File: config.mk
export PLATFORM = sky130hd
export DESIGN_NAME = cnn_frame_sequencer
export DESIGN_NICKNAME = d
export VERILOG_FILES = /design/src/rtl/cnn_frame_sequencer.sv
export SDC_FILE = /design/constraint.sdc
export NUM_CORES = 1
export LEC_CHECK = 0
export ABC_AREA = 1
export CAP_MARGIN = 20
export CORE_MARGIN = 5
export CORE_UTILIZATION = 52
export CTS_BUF_LIST = sky130_fd_sc_hd__clkbuf_16
export CTS_CLUSTER_DIAMETER = 80
export DETAILED_ROUTE_END_ITERATION = 8
export PLACE_DENSITY = 0.92
export SLEW_MARGIN = 10
export SYNTH_ARGS = -nofsm -noshare
export SYNTH_HDL_FRONTEND = slang
export SYNTH_SLANG_ARGS = --single-unit
File: constraint.sdc
create_clock -name clk -period 5.2 [get_ports clk]
set_clock_uncertainty 0.05 [all_clocks]
set_input_delay 0.52 -clock clk [delete_from_list [all_inputs] [get_ports clk]]
set_output_delay 0.52 -clock clk [all_outputs]
set_load 0.01 [all_outputs]
File: src/rtl/cnn_frame_sequencer.sv
// ---------------------------------------------------------------------------
// cnn_frame_sequencer
//
// Frame-level scheduler in front of cnn_top. On an accepted start it reads
// num_frames images of IMG_PIX pixels each from an external image RAM and
// streams every image as one contiguous burst on cnn_d_in/cnn_in_valid. After
// each burst it waits for the CNN result (or gives up after TIMEOUT cycles),
// captures the result, idles for GAP_CYCLES and then moves to the next frame.
//
// Ports
//   clk            system clock, rising edge
//   rst            asynchronous active-high reset
//   start          one-cycle job start pulse (ignored while busy or on abort)
//   num_frames     frames per job, sampled on an accepted start
//   abort          synchronous abort, returns the block to IDLE
//   busy           job in progress
//   done           one-cycle pulse at the end of a job
//   mem_rd_en      image RAM read strobe
//   mem_addr       image RAM read address
//   mem_rd_data    image RAM data, valid one cycle after mem_rd_en
//   cnn_d_in       pixel to cnn_top
//   cnn_in_valid   pixel valid to cnn_top
//   cnn_d_out      cnn_top result
//   cnn_out_valid  cnn_top result valid
//   res_data       last captured result (held until the next capture)
//   res_valid      one-cycle pulse when res_data is updated
//   res_frame_idx  frame index that res_data belongs to
//   timeout_err    sticky "no result in time" flag, cleared by an accepted start
// ---------------------------------------------------------------------------
module cnn_frame_sequencer #(
    parameter int IMG_PIX    = 784,
    parameter int PIX_W      = 8,
    parameter int RES_W      = 51,
    parameter int ADDR_W     = 16,
    parameter int GAP_CYCLES = 500,
    parameter int TIMEOUT    = 4096
) (
    input  logic              clk,
    input  logic              rst,
    input  logic              start,
    input  logic [7:0]        num_frames,
    input  logic              abort,
    output logic              busy,
    output logic              done,
    output logic              mem_rd_en,
    output logic [ADDR_W-1:0] mem_addr,
    input  logic [PIX_W-1:0]  mem_rd_data,
    output logic [PIX_W-1:0]  cnn_d_in,
    output logic              cnn_in_valid,
    input  logic [RES_W-1:0]  cnn_d_out,
    input  logic              cnn_out_valid,
    output logic [RES_W-1:0]  res_data,
    output logic              res_valid,
    output logic [7:0]        res_frame_idx,
    output logic              timeout_err
);

    localparam int PIX_CW  = (IMG_PIX    > 1) ? $clog2(IMG_PIX)    : 1;
    localparam int WAIT_CW = (TIMEOUT    > 1) ? $clog2(TIMEOUT)    : 1;
    localparam int GAP_CW  = (GAP_CYCLES > 1) ? $clog2(GAP_CYCLES) : 1;

    localparam logic [PIX_CW-1:0]  PIX_LAST     = PIX_CW'(IMG_PIX - 1);
    localparam logic [WAIT_CW-1:0] WAIT_LAST    = WAIT_CW'(TIMEOUT - 1);
    localparam logic [GAP_CW-1:0]  GAP_LAST     = GAP_CW'(GAP_CYCLES - 1);
    localparam logic [ADDR_W-1:0]  FRAME_STRIDE = ADDR_W'(IMG_PIX);

    typedef enum logic [2:0] {
        IDLE,
        STREAM,
        WAIT_RES,
        GAP,
        DONE
    } state_t;

    state_t              state_reg;
    logic [7:0]          num_frames_reg;
    logic [7:0]          frame_idx_reg;
    logic [PIX_CW-1:0]   pix_cnt_reg;
    logic [WAIT_CW-1:0]  wait_cnt_reg;
    logic [GAP_CW-1:0]   gap_cnt_reg;
    // Start address of the current frame; frames are packed back to back in
    // the RAM, so this replaces a frame_idx*IMG_PIX multiply.
    logic [ADDR_W-1:0]   frame_base_reg;
    // mem_rd_en delayed by one cycle: marks the cycle in which mem_rd_data
    // carries a requested pixel.
    logic                rd_en_d1_reg;

    always_ff @(posedge clk or posedge rst) begin
        if (rst) begin
            state_reg      <= IDLE;
            num_frames_reg <= '0;
            frame_idx_reg  <= '0;
            pix_cnt_reg    <= '0;
            wait_cnt_reg   <= '0;
            gap_cnt_reg    <= '0;
            frame_base_reg <= '0;
            rd_en_d1_reg   <= 1'b0;
            busy           <= 1'b0;
            done           <= 1'b0;
            mem_rd_en      <= 1'b0;
            mem_addr       <= '0;
            cnn_d_in       <= '0;
            cnn_in_valid   <= 1'b0;
            res_data       <= '0;
            res_valid      <= 1'b0;
            res_frame_idx  <= '0;
            timeout_err    <= 1'b0;
        end else begin
            // Two-stage pixel pipeline: RAM read latency plus the d_in register.
            rd_en_d1_reg <= mem_rd_en;
            cnn_in_valid <= rd_en_d1_reg;
            if (rd_en_d1_reg) begin
                cnn_d_in <= mem_rd_data;
            end

            res_valid <= 1'b0;
            done      <= 1'b0;

            if (abort) begin
                // Abort also blocks a coincident start in IDLE. The in-flight
                // pipeline valids are dropped so no partial pixels leak out;
                // captured results and the error flag are left untouched.
                state_reg    <= IDLE;
                busy         <= 1'b0;
                mem_rd_en    <= 1'b0;
                rd_en_d1_reg <= 1'b0;
                cnn_in_valid <= 1'b0;
            end else begin
                case (state_reg)
                    IDLE: begin
                        if (start) begin
                            num_frames_reg <= num_frames;
                            frame_idx_reg  <= '0;
                            pix_cnt_reg    <= '0;
                            frame_base_reg <= '0;
                            mem_addr       <= '0;
                            timeout_err    <= 1'b0;
                            if (num_frames == 8'd0) begin
                                // Empty job: finish without touching the RAM.
                                state_reg <= DONE;
                                done      <= 1'b1;
                            end else begin
                                state_reg <= STREAM;
                                busy      <= 1'b1;
                                mem_rd_en <= 1'b1;
                            end
                        end
                    end

                    STREAM: begin
                        // mem_addr always equals frame_base + pix_cnt here.
                        if (pix_cnt_reg == PIX_LAST) begin
                            state_reg    <= WAIT_RES;
                            mem_rd_en    <= 1'b0;
                            wait_cnt_reg <= '0;
                        end else begin
                            pix_cnt_reg <= pix_cnt_reg + PIX_CW'(1);
                            mem_addr    <= mem_addr + ADDR_W'(1);
                        end
                    end

                    WAIT_RES: begin
                        // A result arriving on the timeout cycle still counts.
                        if (cnn_out_valid) begin
                            res_data      <= cnn_d_out;
                            res_frame_idx <= frame_idx_reg;
                            res_valid     <= 1'b1;
                            state_reg     <= GAP;
                            gap_cnt_reg   <= '0;
                        end else if (wait_cnt_reg == WAIT_LAST) begin
                            timeout_err <= 1'b1;
                            state_reg   <= GAP;
                            gap_cnt_reg <= '0;
                        end else begin
                            wait_cnt_reg <= wait_cnt_reg + WAIT_CW'(1);
                        end
                    end

                    GAP: begin
                        if (gap_cnt_reg == GAP_LAST) begin
                            if (frame_idx_reg == num_frames_reg - 8'd1) begin
                                state_reg <= DONE;
                                busy      <= 1'b0;
                                done      <= 1'b1;
                            end else begin
                                frame_idx_reg  <= frame_idx_reg + 8'd1;
                                pix_cnt_reg    <= '0;
                                frame_base_reg <= frame_base_reg + FRAME_STRIDE;
                                mem_addr       <= frame_base_reg + FRAME_STRIDE;
                                mem_rd_en      <= 1'b1;
                                state_reg      <= STREAM;
                            end
                        end else begin
                            gap_cnt_reg <= gap_cnt_reg + GAP_CW'(1);
                        end
                    end

                    DONE: begin
                        state_reg <= IDLE;
                    end

                    default: begin
                        state_reg <= IDLE;
                        busy      <= 1'b0;
                        mem_rd_en <= 1'b0;
                    end
                endcase
            end
        end
    end

endmodule

# Yosys cells after proc, flatten, opt, wreduce, memory -nomap -nowiden
# Cells that the tools add are included.
# totals
reg_bits,156
inputBits,72
# classes
n_addsub,7
n_eq_ne,27
n_mux,58
n_bitwise,1
reduce_logical,19
# op_table
cell,n
$mux 16,4
$pmux 16 s3,1
$mux 10,4
$mux 12,3
$pmux 16 s2,1
$pmux 10 s3,1
$mux 9,3
$mux 3,8
$mux 8,3
$pmux 12 s2,1
$mux 1,22
$ne 3x3->1 const B,7
$reduce_and 5->1,4
$ne 2x2->1 const B,9
$pmux 9 s2,1
$add 16x1->16 const B,1
$add 16x10->16 const B,1
$pmux 8 s2,1
$add 12x1->12 const B,1
$eq 12x12->1 const B,1
$pmux 3 s4,1
$reduce_and 6->1,2
$add 10x1->10 const B,1
$eq 10x10->1 const B,1
other kinds (22),30

# Logic depth before layout (Yosys ltp)
# logic_depth
word_depth,6
ltp_mapped,17
mapped_depth_nobuf,16

# Least setup slack after synthesis
# OpenSTA, ideal clock, no wires.
# synth_timing
kind,reg2reg
start,reg num_frames_reg[0]
end,reg frame_idx_reg[7]
setup_time_ns,0.117
arrival_ns,1.722
slack_ns,3.311
stages_incl_launch_ff,17
synth_period_minus_slack_ns,1.889
path_cell_list,dfrtp_1 -> inv_2 -> ha_1 -> inv_1 -> nand2_1 -> nand2_1 -> nor2_1 -> nand2_1 -> nor2_1 -> nand2_1 -> nor2_4 -> nand3_4 -> nand2_1 -> inv_2 -> buf_2 -> nand3_1 -> nand2_1
# synth_between
elab_chain_len,4
# synth_rtl
element,line,text
from (decl),76,logic [7:0] num_frames_reg;
from (signal assigned),132,num_frames_reg <= num_frames;
$sub 8x1->8,181,if (frame_idx_reg == num_frames_reg - 8'd1) begin
$eq 8x8->1,181,
$ne 2x2->1 (no source line),--,
$reduce_and 5->1 (no source line),--,
to (signal assigned),186,frame_idx_reg <= frame_idx_reg + 8'd1;
to (decl),77,logic [7:0] frame_idx_reg;
# No other way between the ends.
# A chain may end at the register's enable or synchronous reset.

# Worst setup path in the final report
# layout_timing
start,reg state_reg[0]
end,reg mem_addr[13]
# layout_between
elab_chain_len,3
# layout_rtl
element,line,text
from (decl),75,state_t state_reg;
from (signal assigned),90,state_reg <= IDLE;
from (signal assigned),123,state_reg <= IDLE;
from (signal assigned),140,state_reg <= DONE;
$eq 3x2->1 (tied with other cells),129,case (state_reg)
$ne 2x2->1 (no source line) / $reduce_bool 3->1 (equally long branches),--,
$reduce_and 6->1 (no source line),--,
to (signal assigned),158,mem_addr <= mem_addr + ADDR_W'(1);
to (signal assigned),189,mem_addr <= frame_base_reg + FRAME_STRIDE;
to (decl),46,"output logic [ADDR_W-1:0] mem_addr,"
# Parallel ways exist; a longest one is shown, timed or not.

==> metrics.md <==
| Metric | Value |
|---|---|
| Clk Tree Root Cell | `clkbuf_16` |
| Power density over the cells | `468 nW/um^2` |
| Final hold slack | `0.405 ns` |
| Largest net degree at the start of global routing | `between 100 and 150` |
| Vias | `7206` |
| Tmin final | `2.90 ns` |
| Leak | `4.82 nW` |
| Switching Power | `1.64 mW` |
| Biggest regs | `res_data: 51 flops, mem_addr: 16 flops` |
| Antenna violations before repair | `0` |
| Logic pwr share | `35.2%` |
| CTS tree | `yes` |
| # setup viols final | `0` |
| Total track usage | `23.4%` |
| Final Hold Viols | `0` |
| Vias in the first global route | `6985` |
| CP max FO | `23` |
| Share of cells above drive strength 1 | `5.92%` |
| Max VDD drop | `between 200 and 300 uV` |
| Slew Limit Fails | `0` |
| Setup TNS | `0 ns` |
| Post-synthesis to final-layout area growth | `30.1%` |
| Die area | `around 17000 um^2` |
| Drt first pass iters | `6` |
| Fin cells | `1366` |
| Post-placement cell count | `1335` |
| Worst r2r path cells | `7` |
| Worst Setup Path Type | `reg -> reg` |
| Clock Power Share | `27.2%` |
| Slew headroom | `between 40% and 50%` |
| Max reg flops | `51` |
| Syn Std Cell Area | `7760 um^2` |
| Std cell rows | `44` |
| Reg power frac | `37.6%` |
| Startpoint types | `flop` |
| Sw Share | `a little over a third` |
| Worst Path Arrival | `3.22 ns` |
| CTS clk-pin slew, worst paths | `0.06 ns` |
| Number of top-level pins | `~160` |
| Hold_buf cts | `0` |
| Reg area | `3800 um^2` |
| Post-CTS Resized | `0` |
| CP cell instances | `nand3_1 -> inv_1 -> nand2_1 -> nand3_1 -> nor2_2 -> nand2_1 -> nand2_1` |
| Via-to-Cell Ratio | `5.28` |
| GRT Residual Overflow | `0` |
| Ant. Diodes | `0` |
| Die W | `132 um` |
| Worst-margin pin slew | `0.895 ns` |
| Hold crit path type | `in -> async` |
| Max-cap check violation count | `0` |
| First-pass GRT wire length | `34200 um` |
| Post-detail-place hpwl | `between 10000 and 15000 um` |
| # fillers | `1085` |
| Ys async rst share | `100%` |
| CP max stage delay | `0.69 ns` |
| CP required | `5.52 ns` |
| Nets | `1250` |
| Cell repeated most along the worst path | `nand2_1` |
| Synth Flop Type | `dfrtp_1` |
| RSZ-0062 raised after global routing | `false` |
| Starting Density | `a little over half` |
| Outcome | `completed` |
| Port Buffers | `160` |
| Biggest register | `res_data` |
| Post-synthesis sequential area ratio | `between 40% and 50%` |
| Final WL | `about 20000 um` |
| Crit end category | `flop` |
| FF+latch count, synth | `152` |
| Number of synthesized flops with an enable pin | `0` |
| Inserted Clock Buffers | `17` |
| H-tree depth | `4` |
| Syn Inst Count | `1020` |
| Final Wtd Congestion | `roughly 0.85` |
| Area of the multi-input gates | `approximately 3500 um^2` |
| Core area | `14600 um^2` |
| Postcts setup bufs | `0` |
| Clock Sinks | `152` |
| Ratio of final minimum period to clock period | `a little under three fifths` |
| Routed WL per cell | `14.7 um` |
| Antenna Nets Post-Route | `0` |
| Average size of a mapped cell | `7.61 um^2` |
| Die Y | `132 um` |
| Clock Path Buffers | `2` |
| # DRC | `0` |
| Critical-path top delay cell | `nor2_2` |
| YS warnings | `0` |
| Iteration-0 DRC Markers | `539` |
| Achievable Freq | `0.345 GHz` |
| Pint | `3.08 mW` |
| Yosys cell types | `42` |
| Syn_nets | `1099` |
| Clock Latency Late Sink | `0.43 ns` |
==> cells in the mapped netlist, types with 2 or more instances <==
master,instances,area [um^2]
a31oi_1,2,12.5
a31o_2,3,26.3
buf_6,3,33.8
nor2_1,85,319
nand4_1,13,81.3
inv_2,7,26.3
clkbuf_1,16,60.1
nor3_2,2,20.0
or2_1,2,12.5
nor2_4,3,33.8
buf_2,6,30.0
nand3_1,56,280
buf_1,4,15.0
o21bai_1,3,22.5
nand2_2,4,25.0
dfrtp_1,152,3800
o31ai_1,8,60.1
nand3b_1,7,52.6
nor2_2,4,25.0
a21oi_1,17,85.1
buf_4,5,37.5
nor3_1,17,85.1
ha_1,7,87.6
clkinv_1,3,11.3
o21ai_1,6,30.0
xor2_1,23,201
xnor2_1,7,61.3
a21oi_2,3,26.3
nand2_1,425,1600
o21ai_0,37,185
inv_1,76,285
nor4_1,4,25.0
==> power by group through the flow <==
| stage | Sequential (mW) | Clock (mW) | Combinational [mW] |
|---|---|---|---|
| floorplan | 1.86 | 0 | 0.785 |
| finish | 1.77 | 1.28 | 1.66 |
| detailed placement | 1.78 | 0 | 1.66 |
| global route | 1.82 | 1.34 | 1.84 |
| global placement | 1.76 | 0 | 1.61 |
| CTS | 1.77 | 1.29 | 1.67 |
==> cell usage in the layout, fill, tap and decap left out, types with 2 or more instances in the layout <==
master,n
dfrtp_1,152
nor3_2,2
a21oi_2,3
nand4_1,13
a21oi_1,17
nor2_1,85
a31oi_1,2
clkdlybuf4s50_1,160
xor2_1,23
buf_4,5
nor4_1,4
clkbuf_16,17
o31ai_1,8
o21bai_1,3
nand2_2,5
nand2_1,424
a31o_2,3
inv_6,2
nor2_2,4
bufinv_16,4
o21ai_0,37
inv_2,7
nor2_4,3
o21ai_1,6
nor3_1,17
clkinv_2,4
xnor2_1,7
inv_1,75
clkinvlp_4,3
clkinv_1,3
nand3_1,56
or2_1,2
ha_1,7
nand3b_1,7
==> cells by family after synthesis <==
family	share of synthesized area [%]
fa+ha+maj	1.13
compound gates	6.05
simple gates	33.9
flops	49.0
buf+inv	6.52
xor+xnor	3.39
==> worst paths after layout <==
path,startpoint,endpoint,slack [ns]
max in group asynchronous,rst,gap_cnt_reg[4]$_DFFE_PP0P_,3.87
worst min register to register,cnn_d_in[0]$_DFFE_PP0P_,cnn_d_in[0]$_DFFE_PP0P_,0.42
worst min-delay path,rst,mem_addr[10]$_DFFE_PP0P_,0.40
worst max register to register,state_reg[0]$_DFFE_PP0P_,mem_addr[13]$_DFFE_PP0P_,2.30
worst max-delay path,state_reg[0]$_DFFE_PP0P_,mem_addr[13]$_DFFE_PP0P_,2.30
min in group clk,cnn_d_in[0]$_DFFE_PP0P_,cnn_d_in[0]$_DFFE_PP0P_,0.42
==> per-stage QoR <==
| step | total power, mW | cell area [um^2] | utilization [%] | setup slack (ns) |
|---|---|---|---|---|
| floorplan | 2.65 | 7760 | - | 0.537 |
| global placement | 3.37 | 9460 | 64.8 | 2.45 |
| detailed placement | 3.44 | 9460 | 64.8 | 2.32 |
| CTS | 4.74 | 10100 | 69.0 | 2.30 |
| global route | 5.01 | 10100 | 69.2 | 2.00 |
| finish | 4.72 | 10100 | 69.2 | 2.30 |
==> cell type report <==
cell class,count,share of cell area [%]
tap,184,2.28
clock buffer,17,4.22
sequential,152,37.7
inverter,87,3.31
clock inverter,13,1.79
timing repair buffer,166,16.5
multi-input combinational,747,34.2
==> worst max-delay path, delay by kind of cell, from the launching register on <==
kind                   cells  cell delay, ns
flip-flops                 1            0.43
AND/OR/NAND/NOR            6            1.92
buffers and inverters      1            0.43
==> metal layers <==
layer	vias to the layer above	share of wire, %	GRT usage (%)
li1	3509	-	-
met1	3409	43	30.8
met2	240	49	38.0
met3	48	5.1	4.27
met4	0	2.9	9.94
met5	-	0	0
Power figures use the tool's default switching activity.
==> RTL edit 1 (same settings) <==
Make the reset (`rst`) synchronous in one clocked block. Comments in the files are not updated.
--- a/src/rtl/cnn_frame_sequencer.sv
+++ b/src/rtl/cnn_frame_sequencer.sv
@@ -85,7 +85,7 @@
     // carries a requested pixel.
     logic                rd_en_d1_reg;
 
-    always_ff @(posedge clk or posedge rst) begin
+    always_ff @(posedge clk) begin
         if (rst) begin
             state_reg      <= IDLE;
             num_frames_reg <= '0;
Check against the original RTL: differs if rst is asserted again (counterexample within 4 cycles, from zero or initial values and one cycle with rst high); with rst held inactive, the same outputs for 10 cycles.
==> RTL edit 1 against the original RTL <==
Wire length is 6.5% higher; synthesized area shrank 1.5%; worst setup slack improved by 0.15 ns; highest routed layer unchanged; sequential cell count unchanged; critical path type unchanged; global-route usage up 0.94 points; design area is 3.3% lower.
Power is not compared: it rests on default switching activity, and its combinational part moved more than twofold at a synthesized area within 25%.
==> RTL edit 1: results <==
[clocking]
cts_htree_levels = 4
cts_made_buffers = 17
clock_latency_ns = 0.43
cts_root_buf = clkbuf_16
post-cts-setup-buffers = 0
cts_resized = 0

[pwr]
netSwitchingPower_w = 0.000674
p_leak_nw = 3.76
pwr-share-seq_pct = 46.1
finalPower_w = 0.00263
ir_drop_uv = 258

[drt]
dr.pass1.iters = 5
wl_met2_microns = 10200
dr_wl_met3_microns = 1980
drt_iter0_markers = 761
viasPerCell = 5.43
wl_per_cell_microns = 14.9
wl_microns = 21400
wl_met1_microns = 8690

[placed_design]
placed_area_sq_um = 9200
dpl_worst_slack_ns = 2.26
hpwl_microns = 14600
io_buffers = 160
dp.cells = 1401
gp_congestion = 0.887

[yosys]
syn-num-nets = 1184
yosysSeqAreaShare_pct = 39.8
synth_fa_ha_area_share_pct = 1.15
synthTopCellsByArea = dfxtp_1 40%, nor2_1 12%, nand2_1 10%
synth_cell_type_count = 46
synth-compound-area-share_pct = 12.7
synth_ff_type = dfxtp_1
synth_common_cells = 242 x nor2_1, 203 x nand2_1, 152 x dfxtp_1
synth_xor_area_share_pct = 3.67
yosys_warnings = 0
synthArstFlopShare_pct = 0
synthMuxAreaShare_pct = 0
syn_area_per_cell_sq_um = 6.91

[grt]
grt_use_met3_pct = 9.10
use_met2_pct = 41.2
grt_pass1_wl_microns = 35700
grt_start_max_net_pins = 92
grt_usage_pct = 24.3
grt_pass1_vias = 7537
grt_util_met1_pct = 28.1

[final_layout]
drive_gt1_share_pct = 6.41
design_area_sq_um = 9750
n_fill_cell = 1114
finalNetCount = 1315

[setup_path]
r2r_cells = 10
worstPathArrival_ns = 2.96
critPathMaxStageDelay_ns = 0.65
path_max_fanout = 27
crit_slowest_cell = a21oi_4

[worst_hold_path]
min_path_cells = 2
hp-class = register to register

[timing]
timing.slew.headroom_pct = 32.0

[outcome]
outcome = completed
-- RTL edit 1: changes by cell type after synthesis, sizes merged, moves of 38 or more --
cell / delta
dfxtp: +152
nor2: +158
dfrtp: -152
o21ai: +52
nand2: -220
a21oi: +57
nand3: +38
-- RTL edit 1: cell type report --
type                    instances  share of cell area, %
multi-input cells             827                   41.3
flip-flops and latches        152                   31.2
repair buffers                162                   16.5
clock buffers                  17                   4.36
inverters                      76                   2.95
well taps                     184                   2.36
clock inverters                15                   1.31
-- RTL edit 1: critical path: cells and delay by family (launching register included) --
family,cells,cell delay [ns]
simple gates,7,1.13
compound gates,2,0.71
flops,1,0.41
fa+ha+maj,1,0.27
-- RTL edit 1: path summary, 6_finish.rpt --
path                                  endpoint            from  slack, ns
worst max-delay path            pix_cnt_reg[2]  gap_cnt_reg[0]       2.45
worst min-delay path              rd_en_d1_reg       mem_rd_en       0.44
worst max register to register  pix_cnt_reg[2]  gap_cnt_reg[0]       2.45
worst min register to register    rd_en_d1_reg       mem_rd_en       0.44
==> RTL edit 2 (same flow settings) <==
Made on the original files. Set the parameter `RES_W` to 102 (it was 51).
--- a/src/rtl/cnn_frame_sequencer.sv
+++ b/src/rtl/cnn_frame_sequencer.sv
@@ -30,7 +30,7 @@
 module cnn_frame_sequencer #(
     parameter int IMG_PIX    = 784,
     parameter int PIX_W      = 8,
-    parameter int RES_W      = 51,
+    parameter int RES_W      = 102,
     parameter int ADDR_W     = 16,
     parameter int GAP_CYCLES = 500,
     parameter int TIMEOUT    = 4096
Interface: changed (resized cnn_d_out and res_data); port bits go from 161 to 263. The function was not compared with the original's and may differ.
==> RTL edit 2 against the original RTL <==
Die area up 26%; synthesized area grew 28%; design area rose by 32%; global-route usage up 3.1 points; wire length is 49% higher; critical endpoint is now frame_idx_reg[6]; sequential cell count rose by 51; worst setup slack lost 0.18 ns; power grew 41%.
==> RTL edit 2: results <==
[grt]
grt_pass1_wl_microns = 47300
grt_pass1_vias = 9081
grt_usage_pct = 26.5
antenna_found_initial = 2
grt_start_max_net_pins = 178

[setup_path]
r2r_cells = 14
worstPathArrival_ns = 3.48
rr_startpoint = num_frames_reg[0]
crit_slowest_cell = nand3_1
critPathMaxStageDelay_ns = 0.56
path_max_fanout = 26
r2r_slack_ns = 2.12

[yosys]
synth_common_cells = 589 x nand2_1, 203 x dfrtp_1, 82 x nor2_1
synth_cell_type_count = 34
syn_area_per_cell_sq_um = 7.73
yosysSeqAreaShare_pct = 51.2
netlist_instances = 1284
synthTopCellsByArea = dfrtp_1 51%, nand2_1 22%, nand4_1 4.0%
syn-num-nets = 1414
synthArstFlopShare_pct = 100

[final_layout]
multi_input_cells = 940
buf_share_pct = 20.4
finalNetCount = 1654
drive_gt1_share_pct = 4.23
n_fill_cell = 1332
largestRegisters = res_data (102), mem_addr (16)
n_clock_buffer = 23
diodes = 2
seq_area_share_pct = 38.1
inv_count = 85
signal_buffers = 271

[placed_design]
dpl_worst_slack_ns = 1.96
placed_area_sq_um = 12600
gp_congestion = 0.905
io_buffers = 262
hpwl_microns = 21400

[drt]
wl_per_cell_microns = 16.9
dr.pass1.iters = 5
drt_iter0_markers = 674

[clocking]
cts_htree_levels = 1
clock_latency_ns = 0.52
clk_path_buf_depth = 3

[pwr]
ir_drop_uv = 239
p_leak_nw = 6.56
netSwitchingPower_w = 0.00246

[outcome]
outcome = completed

[timing]
period_share_pct = 59.2
hold_slack_ns = 0.391
## RTL edit 2: changes by cell type after synthesis, moves of 4 or more
cell,before,now
or2_2,1,8
nand2_1,425,589
dfrtp_1,152,203
nand4_1,13,64
buf_2,6,24
nor3_1,17,12
nand2_2,4,0
## RTL edit 2: power groups by stage
| stage | clock network [W] | logic [W] | registers [W] |
|---|---|---|---|
| after CTS | 0.00151 | 0.00270 | 0.00248 |
| after global routing | 0.00158 | 0.00292 | 0.00256 |
| after detailed placement | 0 | 0.00268 | 0.00251 |
| after floorplan | 0 | 0.00108 | 0.00268 |
| final | 0.00149 | 0.00270 | 0.00249 |
| after global placement | 0 | 0.00261 | 0.00247 |
## RTL edit 2: how the worst max path moves through the flow
stage | endpoint | cells past startpoint
after global placement | frame_idx_reg[6] | 9
after floorplan | busy | 1
final | frame_idx_reg[6] | 14
after global routing | frame_base_reg[13] | 13
after detailed placement | frame_base_reg[11] | 9
after CTS | frame_base_reg[11] | 13
## RTL edit 2: cell families (layout without fill, tap and decap cells)
kind of cell / count (synthesis) / in the layout / share of synthesized area, %
buffers and inverters: 141 / 395 / 6.24
AOI/OAI and AO/OA: 74 / 74 / 4.19
and+or+nand+nor: 827 / 827 / 34.6
other: 0 / 2 / 0
DFF: 203 / 203 / 51.2
adders and majority gates: 7 / 7 / 0.883
xor gates and xnor gates: 32 / 32 / 2.83
## RTL edit 2: routing by layer
| metal | global-route usage (%) | up-vias | share of wire (%) |
|---|---|---|---|
| li1 | - | 4549 | - |
| met1 | 32.1 | 4368 | 37 |
| met2 | 45.0 | 392 | 49 |
| met3 | 6.25 | 91 | 8.4 |
| met4 | 12.0 | 2 | 5.2 |
| met5 | 0 | - | 0.067 |
